File: src/rtl/shift_sequencer_pkg.sv
// Shared opcode, state and helper definitions for the shift sequencer.
// Rotate support is enabled with the SHIFT_ROTATE_EN macro.
package shift_sequencer_pkg;

    localparam logic [1:0] SHOP_SRL = 2'b00;
    localparam logic [1:0] SHOP_SLL = 2'b01;
    localparam logic [1:0] SHOP_ROR = 2'b10;
    localparam logic [1:0] SHOP_ROL = 2'b11;

    typedef enum logic [1:0] {
        SHSEQ_IDLE  = 2'd0,
        SHSEQ_PASS1 = 2'd1,
        SHSEQ_PASS2 = 2'd2,
        SHSEQ_DONE  = 2'd3
    } shseq_state_e;

    // Second-pass amount for a rotate: the complementary shift, 1..31.
    function automatic logic [31:0] rot_comp(input logic [4:0] amt);
        return 32'd32 - {27'b0, amt};
    endfunction

endpackage

File: src/rtl/rr_arb2.sv
// Two-input round-robin arbiter; the pointer records the last requester served.
module rr_arb2
    import shift_sequencer_pkg::*;
#(
    parameter bit RR_INIT = 1'b1
) (
    input  logic       CLK,
    input  logic       RST,
    input  logic       en_i,
    input  logic [1:0] req_i,
    output logic [1:0] gnt_o
);

    logic last_q;

    always_comb begin
        gnt_o = 2'b00;
        if (en_i) begin
            case (req_i)
                2'b01:   gnt_o = 2'b01;
                2'b10:   gnt_o = 2'b10;
                2'b11:   gnt_o = last_q ? 2'b01 : 2'b10;
                default: gnt_o = 2'b00;
            endcase
        end
    end

    always_ff @(posedge CLK or negedge RST) begin
        if (!RST) begin
            last_q <= RR_INIT;
        end else if (gnt_o[0]) begin
            last_q <= 1'b0;
        end else if (gnt_o[1]) begin
            last_q <= 1'b1;
        end
    end

endmodule

File: src/rtl/shift_sequencer.sv
// Shares one external 32-bit barrel shifter between two requesters.
// Define SHIFT_ROTATE_EN to build rotates from two shifter passes.
module shift_sequencer
    import shift_sequencer_pkg::*;
#(
    parameter bit RR_INIT   = 1'b1,
    parameter bit DONE_HOLD = 1'b0
) (
    input  logic        CLK,
    input  logic        RST,
    input  logic        REQ0,
    input  logic [1:0]  OP0,
    input  logic [31:0] DATA0,
    input  logic [31:0] AMT0,
    input  logic        REQ1,
    input  logic [1:0]  OP1,
    input  logic [31:0] DATA1,
    input  logic [31:0] AMT1,
    output logic        GNT0,
    output logic        GNT1,
    output logic        DONE0,
    output logic        DONE1,
    output logic [31:0] RESULT,
    output logic        BUSY,
    output logic [31:0] SH_D,
    output logic [31:0] SH_S,
    output logic        SH_LNR,
    input  logic [31:0] SH_Y
);

    shseq_state_e state_q;
    logic         owner_q;
    logic [31:0]  sh_d_q;
    logic [31:0]  sh_s_q;
    logic         sh_lnr_q;
    logic [31:0]  result_q;
    logic         done0_q;
    logic         done1_q;
`ifdef SHIFT_ROTATE_EN
    logic         rot_q;
    logic [31:0]  acc_q;
`else
    logic         unused_op_hi;
    assign unused_op_hi = OP0[1] ^ OP1[1];
`endif

    logic [1:0]   gnt;
    logic [1:0]   sel_op;
    logic [31:0]  sel_data;
    logic [31:0]  sel_amt;
    logic         finish_d;
    logic [31:0]  result_d;

    rr_arb2 #(.RR_INIT(RR_INIT)) u_arb (
        .CLK   (CLK),
        .RST   (RST),
        .en_i  (state_q == SHSEQ_IDLE),
        .req_i ({REQ1, REQ0}),
        .gnt_o (gnt)
    );

    assign sel_op   = gnt[1] ? OP1   : OP0;
    assign sel_data = gnt[1] ? DATA1 : DATA0;
    assign sel_amt  = gnt[1] ? AMT1  : AMT0;

    // Decide whether the current pass is the last one and what it produces.
    always_comb begin
        finish_d = 1'b0;
        result_d = SH_Y;
        case (state_q)
`ifdef SHIFT_ROTATE_EN
            SHSEQ_PASS1: begin
                finish_d = !(rot_q && (sh_s_q[4:0] != 5'd0));
                result_d = rot_q ? sh_d_q : SH_Y;
            end
            SHSEQ_PASS2: begin
                finish_d = 1'b1;
                result_d = acc_q | SH_Y;
            end
`else
            SHSEQ_PASS1: begin
                finish_d = 1'b1;
                result_d = SH_Y;
            end
`endif
            default: begin
                finish_d = 1'b0;
                result_d = SH_Y;
            end
        endcase
    end

    always_ff @(posedge CLK or negedge RST) begin
        if (!RST) begin
            state_q  <= SHSEQ_IDLE;
            owner_q  <= 1'b0;
            sh_d_q   <= 32'd0;
            sh_s_q   <= 32'd0;
            sh_lnr_q <= 1'b0;
            result_q <= 32'd0;
            done0_q  <= 1'b0;
            done1_q  <= 1'b0;
`ifdef SHIFT_ROTATE_EN
            rot_q    <= 1'b0;
            acc_q    <= 32'd0;
`endif
        end else if (finish_d) begin
            result_q <= result_d;
            done0_q  <= ~owner_q;
            done1_q  <= owner_q;
            sh_d_q   <= 32'd0;
            sh_s_q   <= 32'd0;
            sh_lnr_q <= 1'b0;
            state_q  <= SHSEQ_DONE;
        end else begin
            case (state_q)
                SHSEQ_IDLE: begin
                    if (|gnt) begin
                        owner_q  <= gnt[1];
                        sh_d_q   <= sel_data;
                        sh_lnr_q <= sel_op[0];
`ifdef SHIFT_ROTATE_EN
                        rot_q    <= sel_op[1];
                        sh_s_q   <= sel_op[1] ? {27'b0, sel_amt[4:0]} : sel_amt;
`else
                        sh_s_q   <= sel_amt;
`endif
                        state_q  <= SHSEQ_PASS1;
                    end
                end
`ifdef SHIFT_ROTATE_EN
                // Non-final PASS1 only happens for a rotate with a nonzero amount.
                SHSEQ_PASS1: begin
                    acc_q    <= SH_Y;
                    sh_s_q   <= rot_comp(sh_s_q[4:0]);
                    sh_lnr_q <= ~sh_lnr_q;
                    state_q  <= SHSEQ_PASS2;
                end
`endif
                SHSEQ_DONE: begin
                    done0_q <= 1'b0;
                    done1_q <= 1'b0;
                    if (!DONE_HOLD) begin
                        result_q <= 32'd0;
                    end
                    state_q <= SHSEQ_IDLE;
                end
                default: state_q <= SHSEQ_IDLE;
            endcase
        end
    end

    assign GNT0   = gnt[0];
    assign GNT1   = gnt[1];
    assign DONE0  = done0_q;
    assign DONE1  = done1_q;
    assign RESULT = result_q;
    assign BUSY   = (state_q != SHSEQ_IDLE);
    assign SH_D   = sh_d_q;
    assign SH_S   = sh_s_q;
    assign SH_LNR = sh_lnr_q;

endmodule
File: config.mk
export PLATFORM = sky130hd
export DESIGN_NAME = shift_sequencer
export DESIGN_NICKNAME = d
export VERILOG_FILES = /design/src/rtl/shift_sequencer_pkg.sv /design/src/rtl/rr_arb2.sv /design/src/rtl/shift_sequencer.sv
export SDC_FILE = /design/constraint.sdc
export NUM_CORES = 1
export LEC_CHECK = 0
export ABC_AREA = 0
export BUFFER_PORTS_ARGS = -buffer_cell sky130_fd_sc_hd__buf_2
export CAP_MARGIN = 15
export CELL_PAD_IN_SITES_DETAIL_PLACEMENT = 0
export CELL_PAD_IN_SITES_GLOBAL_PLACEMENT = 2
export CORE_ASPECT_RATIO = 1.25
export CORE_MARGIN = 2
export CORE_UTILIZATION = 28
export DETAILED_ROUTE_END_ITERATION = 10
export PLACE_DENSITY = 0.83
export SLEW_MARGIN = 25
export SYNTH_ARGS = -nofsm -noshare
export SYNTH_HDL_FRONTEND = slang
export SYNTH_HIERARCHICAL = 1
export SYNTH_SLANG_ARGS = --single-unit
File: constraint.sdc
create_clock -name CLK -period 4.04 [get_ports CLK]
set_input_delay 0.202 -clock CLK [delete_from_list [all_inputs] [get_ports CLK]]
set_output_delay 0.202 -clock CLK [all_outputs]
set_load 0.1 [all_outputs]
; ---- Yosys cells after proc, flatten, opt, wreduce, memory -nomap -nowiden
; Cells that the tools add are included.
[totals]
regBits = 103
in_bits = 168
output_inout_bits = 102
elab_cells = 52
[op_classes]
n_eq_ne = 6
muxes = 26
n_bitwise = 2
n_reduce_logical = 9
[op_table]
columns = op, count
row1 = $mux W32, 10
row2 = $mux W1, 10
row3 = $mux W2, 5
row4 = $reduce_bool A2 Y1, 5
row5 = $eq A2 B2 Y1 const B, 3
row6 = $pmux W2 S3, 1
row7 = $eq A2 B1 Y1 const B, 2
row8 = $ne A3 B3 Y1 const B, 1
row9 = $reduce_and A3 Y1, 1
row10 = $logic_not A2 Y1, 1
row11 = $not A1 Y1, 2
row12 = $reduce_and A2 Y1, 1
row13 = $reduce_or A2 Y1, 1

; ---- Longest topological paths before layout
; Gate-level depths: netlist of run 1.
[logic_depth]
word_depth = 7
ltp_mapped = 10
ltp_nobuf = 6

; ---- Hierarchy
; The synthesis of run 1 kept the hierarchy.
[modules_own_cells]
columns = mod, n_inst, cells_each, area_each_um2, seq_area_each_um2
row1 = shift_sequencer, 1, 373, 4635.7, 2552.4
row2 = rr_arb2, 1, 8, 62.6, 26.3

; ---- Worst setup path after synthesis of run 1
; No wires, ideal clock.
[synth_timing]
kind = register to register
start = reg state_q[0]
end = reg sh_s_q[10] (netlist: SH_S[10])
t_arrival_ns = 3.324
required_time_ns = 3.919
slack_ns = 0.595
path_stages_with_launch = 10
n_path_buf = 4
synth_period_minus_slack_ns = 3.445
path_cell_list = dfrtp_1 -> buf_2 -> nor2_4 -> nand2_1 -> a21oi_1 -> buf_2 -> buf_4 -> buf_2 -> mux2i_1 -> o2bb2ai_2
[synth_via]
elab_chain_len = 6
elab_cells_between_ends = 12
cone_classes = eq/ne: 1 / mux: 6 / reduce/logical: 5
[synth_rtl]
columns = element, line
row1 = "start, declared", shift_sequencer.sv:31  ; shseq_state_e state_q;
row2 = "start signal, assigned", shift_sequencer.sv:95  ; state_q <= SHSEQ_IDLE;
row3 = "start signal, assigned", shift_sequencer.sv:114  ; state_q <= SHSEQ_DONE;
row4 = "start signal, assigned", shift_sequencer.sv:128  ; state_q <= SHSEQ_PASS1;
row5 = $logic_not A2 Y1 (*), shift_sequencer.sv:57  ; .en_i (state_q == SHSEQ_IDLE),
row6 = $mux W2 (*), rr_arb2.sv:18  ; if (en_i) begin
row7 = named net GNT1, shift_sequencer.sv:20  ; output logic GNT1,
row8 = $mux W32, shift_sequencer.sv:64  ; assign sel_amt = gnt[1] ? AMT1 : AMT0;
row9 = $mux W32, shift_sequencer.sv:118  ; if (|gnt) begin
row10 = $mux W32, shift_sequencer.sv:116  ; case (state_q)
row11 = $mux W32, shift_sequencer.sv:107  ; end else if (finish_d) begin
row12 = "end signal, assigned", shift_sequencer.sv:126  ; sh_s_q <= sel_amt;
row13 = "end, declared", shift_sequencer.sv:34  ; logic [31:0] sh_s_q;
; Mark *: on every way through the listed nets, which the timed path passes. The rest lies on a longest branch. The select of a mux whose other input is x is not followed.
; A chain may end at the register's enable or synchronous reset.

; ---- Worst setup path after layout of run 1
[layout_timing]
start = reg state_q[1]
end = out GNT1
[layout_via]
elab_chain_len = 2
[layout_rtl]
columns = element, line
row1 = $logic_not A2 Y1, shift_sequencer.sv:57
row2 = $mux W2, rr_arb2.sv:18
row3 = "end, declared", shift_sequencer.sv:20
; No other way between the ends.

==> results of run 1 <==
-- registers in the layout, indices dropped and copies added (netlist names) --
name,count
DONE0,1
SH_S,32
SH_LNR,1
SH_D,32
owner_q,1
state_q,2
u_arb/last_q,1
DONE1,1
RESULT,32
-- worst max-delay path, delay by kind of cell, from the launching register on --
kind,cells,cell delay (ps)
DFF,1,430
AOI/OAI and AO/OA,1,150
and+or+nand+nor,2,350
buffers and inverters,2,1010
-- logic make-up (layout without fill, tap and decap cells) --
logic type      Yosys count  in the layout  share of synthesized area [%]
compound gates          104            104                           20.6
flops                   103            103                           54.9
buf+inv                  68            329                           7.08
mux                      65             65                           13.8
simple gates             41             41                           3.60
-- layout by cell type, fill, tap and decap left out, drive strengths merged --
cell	Yosys	final
o21bai	1	1
mux2i	65	65
a21oi	3	3
clkbuf	3	12
and3	1	1
dlygate4sd3	0	1
inv	38	38
clkinv	0	2
a22o	1	1
dfrtp	102	102
bufinv	0	1
or2	1	1
nor2	1	1
clkinvlp	0	1
o22ai	1	1
buf	27	274
nor2b	1	1
o2bb2ai	65	65
dfstp	1	1
o21ai	33	33
nand2	37	37
-- per-layer routing --
metal	up-vias	routed length, µm	GRT usage [%]
li1	1857	-	-
met1	1764	4860	15.7
met2	150	6320	23.8
met3	13	980	3.63
met4	0	202	5.47
met5	-	0	0
-- final cells by class --
| type | instances | area (µm²) |
|---|---|---|
| inverter | 38 | 143 |
| fill | 1648 | 9820 |
| tap | 216 | 270 |
| clock buffer | 12 | 246 |
| timing repair buffer | 275 | 1400 |
| clock inverter | 4 | 55.1 |
| multi-input combinational | 210 | 1820 |
| sequential | 103 | 2580 |
-- how the worst max path moves through the flow --
stage | startpoint | end | slack [ps] | depth (start not counted)
2_1_floorplan | state_q[0] | SH_S[10] | 590 | 9
3_3_place_gp | state_q[0] | GNT1 | 1930 | 5
3_5_place_dp | state_q[1] | GNT1 | 1890 | 5
4_1_cts | state_q[1] | GNT1 | 1500 | 5
5_1_grt | state_q[1] | GNT1 | 1390 | 5
6_report | state_q[1] | GNT1 | 1550 | 5
-- per-stage QoR --
| stage | setup slack, ps | utilization [%] | instance area, µm² |
|---|---|---|---|
| 4_1_cts | 1500 | 39.9 | 6510 |
| 3_3_place_gp | 1930 | 38.0 | 6200 |
| 5_1_grt | 1390 | 39.9 | 6510 |
| 3_5_place_dp | 1890 | 38.0 | 6200 |
| 6_report | 1550 | 39.9 | 6510 |
| 2_1_floorplan | 595 | - | 4700 |
-- timing repair --
item	CTS	global route
setup buffers	0	0
hold buffers	1	0
hold endpoints to repair	52	0
==> out/results.txt, run 1 <==
Area of the mapped netlist: 0.00470 mm²
Final worst-path cycle share: 61.6%
Number of vias per cell: 4.41
Fin. max-slew vios: 0
FF-to-FF End: SH_D[4]
Share of the synthesized area in the top cell type: 54.3%
Unrepaired setup endpoints after global routing: no
Post-synth EDFFs: 0
Seq cells post-synth: 103
Critical path cell sequence: nor2_4 > nand2_1 > a21oi_4 > buf_4 > buf_2
Synth area leaders: dfrtp_1 (54%), mux2i_1 (14%), o2bb2ai_2 (9.6%)
CTS max path bufs: 2
Mean area per synthesized cell: 12.3 µm²
Pre-Repair DR Iteration Count: 4
RePlAce Congestion: 0.737
Top-Level Pins: 270
Layout Nets: 805
# rows: 52
Ant diodes: 0
Vias: 3784
Area growth from synthesis to layout: 38.6%
Hold_sp: SH_Y[24]
H-tree levels: 3
Critical path startpoint category: flip-flop
Layout cells sized above 1: 50.6%
Syn nets: 549
Peak Freq: 402 MHz
Total placed cells including tap cells: 841
Synth top cells by count: dfrtp_1 (102), mux2i_1 (65), inv_1 (38)
Sequential-to-total area share from yosys stat: 54.9%
Initial antenna violation count: 0
CTS clk-pin slew, worst paths: 70 ps
Die width: 120 µm
Yosys cell types: 21
Starting Density: 28.8%
Setup TNS Final: 0 ps
Clk Latency, worst-skew pair: 340 ps
Worst reg2reg path depth: 6
Hold depth: 3
Ys Warns: 6
Max-Cap Viols: 0
Required time of the critical path: 3840 ps
Clk Tree Root Cell: clkbuf_16
Min-delay worst type: in -> reg
CP Max Fanout: 34
Dpl hpwl: 9170 µm
Clk_skew: 5.20 ps
Die area: 0.0178 mm²
Count leader, synth: dfrtp_1
Clock sinks: 103
Hold Crit Endpoint: RESULT[24]
Minimum hold slack: 58.5 ps
Core area: 0.0163 mm²
FF-to-FF Start: state_q[1]
Reg2reg setup slack: 1910 ps
Async SR Flop Fraction: 100%
Total GRT Usage: 13.6%
Slew @ Worst Pin: 909 ps
DRC violations left: 0
TritonCTS Buffers: 9
Slew headroom: 39.4%
Top_reg_cell synth: dfrtp_1
CTS tree: done
Cell accounting for the most synthesized area: dfrtp_1
Wirelength, routed: 12400 µm
Min cycle time layout: 2490 ps
Die height: 149 µm
Vias in the first global route: 3862
Final hold vios: 0
Critical Path End Type: output pin
Cells after synthesis: 381
Slowest CP cell: buf_2
Aggregate global routing overflow: 0
Setup Crit Path Kind: reg -> out
Max incr delay on CP: 540 ps
Status: finished, final reports clean
First-pass GRT wire length: 19400 µm
Setup violators final: 0
Post-cts sizing count: 0
Port buffer count: 267
WL/cell: 14.4 µm
Largest net degree at the start of global routing: 67
CP arrival: 2290 ps
Routed Antenna Nets: 0
DRT iter0 DRCs: 169
Finished Layout Cells: 858
Power of run 1 is not shown: default switching activity piles up to over one toggle a cycle in this logic, so the estimate is an artifact.
==> run 2, diff against run 1 <==
--- a/config.mk
+++ b/config.mk
@@ -12,9 +12,9 @@
 export CELL_PAD_IN_SITES_GLOBAL_PLACEMENT = 2
 export CORE_ASPECT_RATIO = 1.25
 export CORE_MARGIN = 2
-export CORE_UTILIZATION = 28
+export CORE_UTILIZATION = 23
 export DETAILED_ROUTE_END_ITERATION = 10
-export PLACE_DENSITY = 0.83
+export PLACE_DENSITY = 0.72
 export SLEW_MARGIN = 25
 export SYNTH_ARGS = -nofsm -noshare
 export SYNTH_HDL_FRONTEND = slang
==> constraint.sdc (replaced) <==
create_clock -name CLK -period 2 [get_ports CLK]
set_input_delay 0.1 -clock CLK [delete_from_list [all_inputs] [get_ports CLK]]
set_output_delay 0.1 -clock CLK [all_outputs]
set_load 0.1 [all_outputs]
==> run 2 against run 1 <==
Against the previous run:
- final area up 9.5%
- via count up 5.9%
- clock skew up 4.3 ps
==> out/results.txt, run 2 (synthesis gave the netlist of run 1 again) <==
Uppermost layer routed: met4 (unchanged)
CP arrival: 1700 ps (was 2290 ps)
Largest net degree at the start of global routing: 55 (was 67)
Routed wl met3: 1040 µm (was 980 µm)
Critical path startpoint category: flip-flop (unchanged)
RePlAce Congestion: 0.751 (was 0.737)
FF/Latch Area: 0.00258 mm² (unchanged)
DRT iter0 DRCs: 105 (was 169)
First-pass GRT wire length: 21800 µm (was 19400 µm)
Commonest cells after routing, fill and taps aside: buf_2 (263), dfrtp_1 (102), mux2i_1 (65) (was buf_2 (266), dfrtp_1 (102), mux2i_1 (65))
Clk Latency, worst-skew pair: 340 ps (about the same)
Fillcell total: 2033 (was 1648)
Status: finished, final reports clean (unchanged)
Vias: 4008 (was 3784)
Buffer and inverter count on the worst path: 2 (unchanged)
Aggregate global routing overflow: 0 (unchanged)
Slew headroom: 63.9% (was 39.4%)
Die height: 164 µm (was 149 µm)
Layout cells sized above 1: 49.9% (was 50.6%)
Setup Crit Path Kind: reg -> out (unchanged)
Pre-Repair DR Iteration Count: 4 (unchanged)
Setup violators final: 0 (unchanged)
Clk Tree Root Cell: clkbuf_16 (unchanged)
Clock sinks: 103 (unchanged)
Critical Path End Type: output pin (unchanged)
Total GRT Usage: 12.7% (was 13.6%)
# rows: 58 (was 52)
Vias in the first global route: 4264 (was 3862)
Die width: 132 µm (was 120 µm)
Area growth from synthesis to layout: 51.7% (was 38.6%)
Met2 WL: 7010 µm (was 6320 µm)
Critical path cell sequence: nor2_4 > nand2_2 > a21oi_4 > buf_12 > buf_12 (was nor2_4 > nand2_1 > a21oi_4 > buf_4 > buf_2)
Most frequent CP cell: buf_12
H-tree levels: 3 (unchanged)
Top-Level Pins: 270 (unchanged)
Routed Antenna Nets: 0 (unchanged)
Slew @ Worst Pin: 541 ps (was 909 ps)
Reg2reg setup slack: 230 ps (was 1910 ps)
Fin. max-slew vios: 0 (unchanged)
Port buffer count: 267 (unchanged)
Starting Density: 23.4% (was 28.8%)
CTS max path bufs: 2 (unchanged)
Unrepaired setup endpoints after global routing: no (unchanged)
Peak Freq: 556 MHz
CTS tree: done (unchanged)
CP Max Fanout: 26 (was 34)
M1 WL: 5460 µm (was 4860 µm)
Layout Nets: 843 (was 805)
Most common cell after layout, fill and taps aside: buf_2 (unchanged)
Initial antenna violation count: 1 (was 0)
CP delay by family, top: buffers and inverters (unchanged)
Pre-CTS WS: 118 ps (was 1890 ps)
Slowest CP cell: dfrtp_1 (was buf_2)
Post-cts sizing count: 0 (unchanged)
Required time of the critical path: 1900 ps (was 3840 ps)
Max-Cap Viols: 0 (unchanged)
DRC violations left: 0 (unchanged)
Fin area: 0.00713 mm² (was 0.00651 mm²)
Core area: 0.0201 mm² (was 0.0163 mm²)
Clk_skew: 9.52 ps (was 5.20 ps)
WL/cell: 14.5 µm (was 14.4 µm)
Number of vias per cell: 4.22 (was 4.41)
Final Worst Setup Slack: 201 ps (was 1550 ps)
Final worst-path cycle share: 89.9%
Multi-input combinational cell area: 0.00187 mm² (was 0.00182 mm²)
Wirelength, routed: 13700 µm (was 12400 µm)
Min-delay worst type: in -> reg (unchanged)
TritonCTS Buffers: 9 (unchanged)
Min cycle time layout: 1800 ps
CTS clk-pin slew, worst paths: 70 ps (about the same)
Dpl hpwl: 10100 µm (was 9170 µm)
Final hold vios: 0 (unchanged)
Placed Area: 0.00646 mm² (was 0.00620 mm²)
Die area: 0.0216 mm² (was 0.0178 mm²)
Max incr delay on CP: 420 ps (was 540 ps)
## run 2: cell types whose count changed in the layout (fill, tap and decap cells not counted), sizes merged
cell | previous run | this run
clkinvlp | 1 | 0
inv | 38 | 39
dlygate4sd3 | 1 | 33
diode | 0 | 1
clkbuf | 12 | 10
bufinv | 1 | 2
buf | 274 | 280
## run 2: stage by stage
step	util [%]	hold slack (ps)	setup TNS (ps)	instances
5_1_grt	35.5	13.8	0	950
2_1_floorplan	-	-196	-10100	381
3_3_place_gp	32.1	-69.5	0	898
3_5_place_dp	32.1	-68.9	0	898
6_report	35.5	27.3	0	950
4_1_cts	35.3	9.02	0	946
## run 2: routing by layer
metal	track usage, %	vias to the layer above
met5	0	-
met4	5.39	0
met3	4.14	15
met2	22.8	157
met1	13.8	1911
li1	-	1925
## run 2: area by class of cell
cell class / instances / share of cell area, %
multi-input cells: 210 / 26.2
repair buffers: 313 / 26.5
clock inverters: 5 / 1.16
flip-flops and latches: 103 / 36.2
clock buffers: 10 / 3.21
well taps: 270 / 4.74
diodes: 1 / 0.0351
inverters: 38 / 2.00
## run 2: worst register-to-register path, delay by kind of cell (launching register included)
family	cells	cell delay, ps
AOI/OAI and AO/OA	3	470
and+or+nand+nor	3	530
DFF	1	420
buffers and inverters	1	230
## run 2: final timing paths
kind / from / cells past startpoint / endpoint
worst max-delay path: state_q[0] / 5 / GNT1
worst min-delay path: AMT0[2] / 3 / SH_S[2]
worst max register to register: state_q[0] / 7 / SH_D[22]
worst min register to register: SH_D[25] / 1 / SH_D[25]
max in group asynchronous: RST / 3 / SH_S[11]
min in group asynchronous: RST / 2 / SH_D[19]
## run 2: repair_timing
item                                   4_1_cts  5_1_grt
endpoints found under the hold margin      134        0
hold buffers                                33        0
setup endpoints to repair                    0        2
buffers inserted                             0        3
Power of run 2 is left out for the same reason.
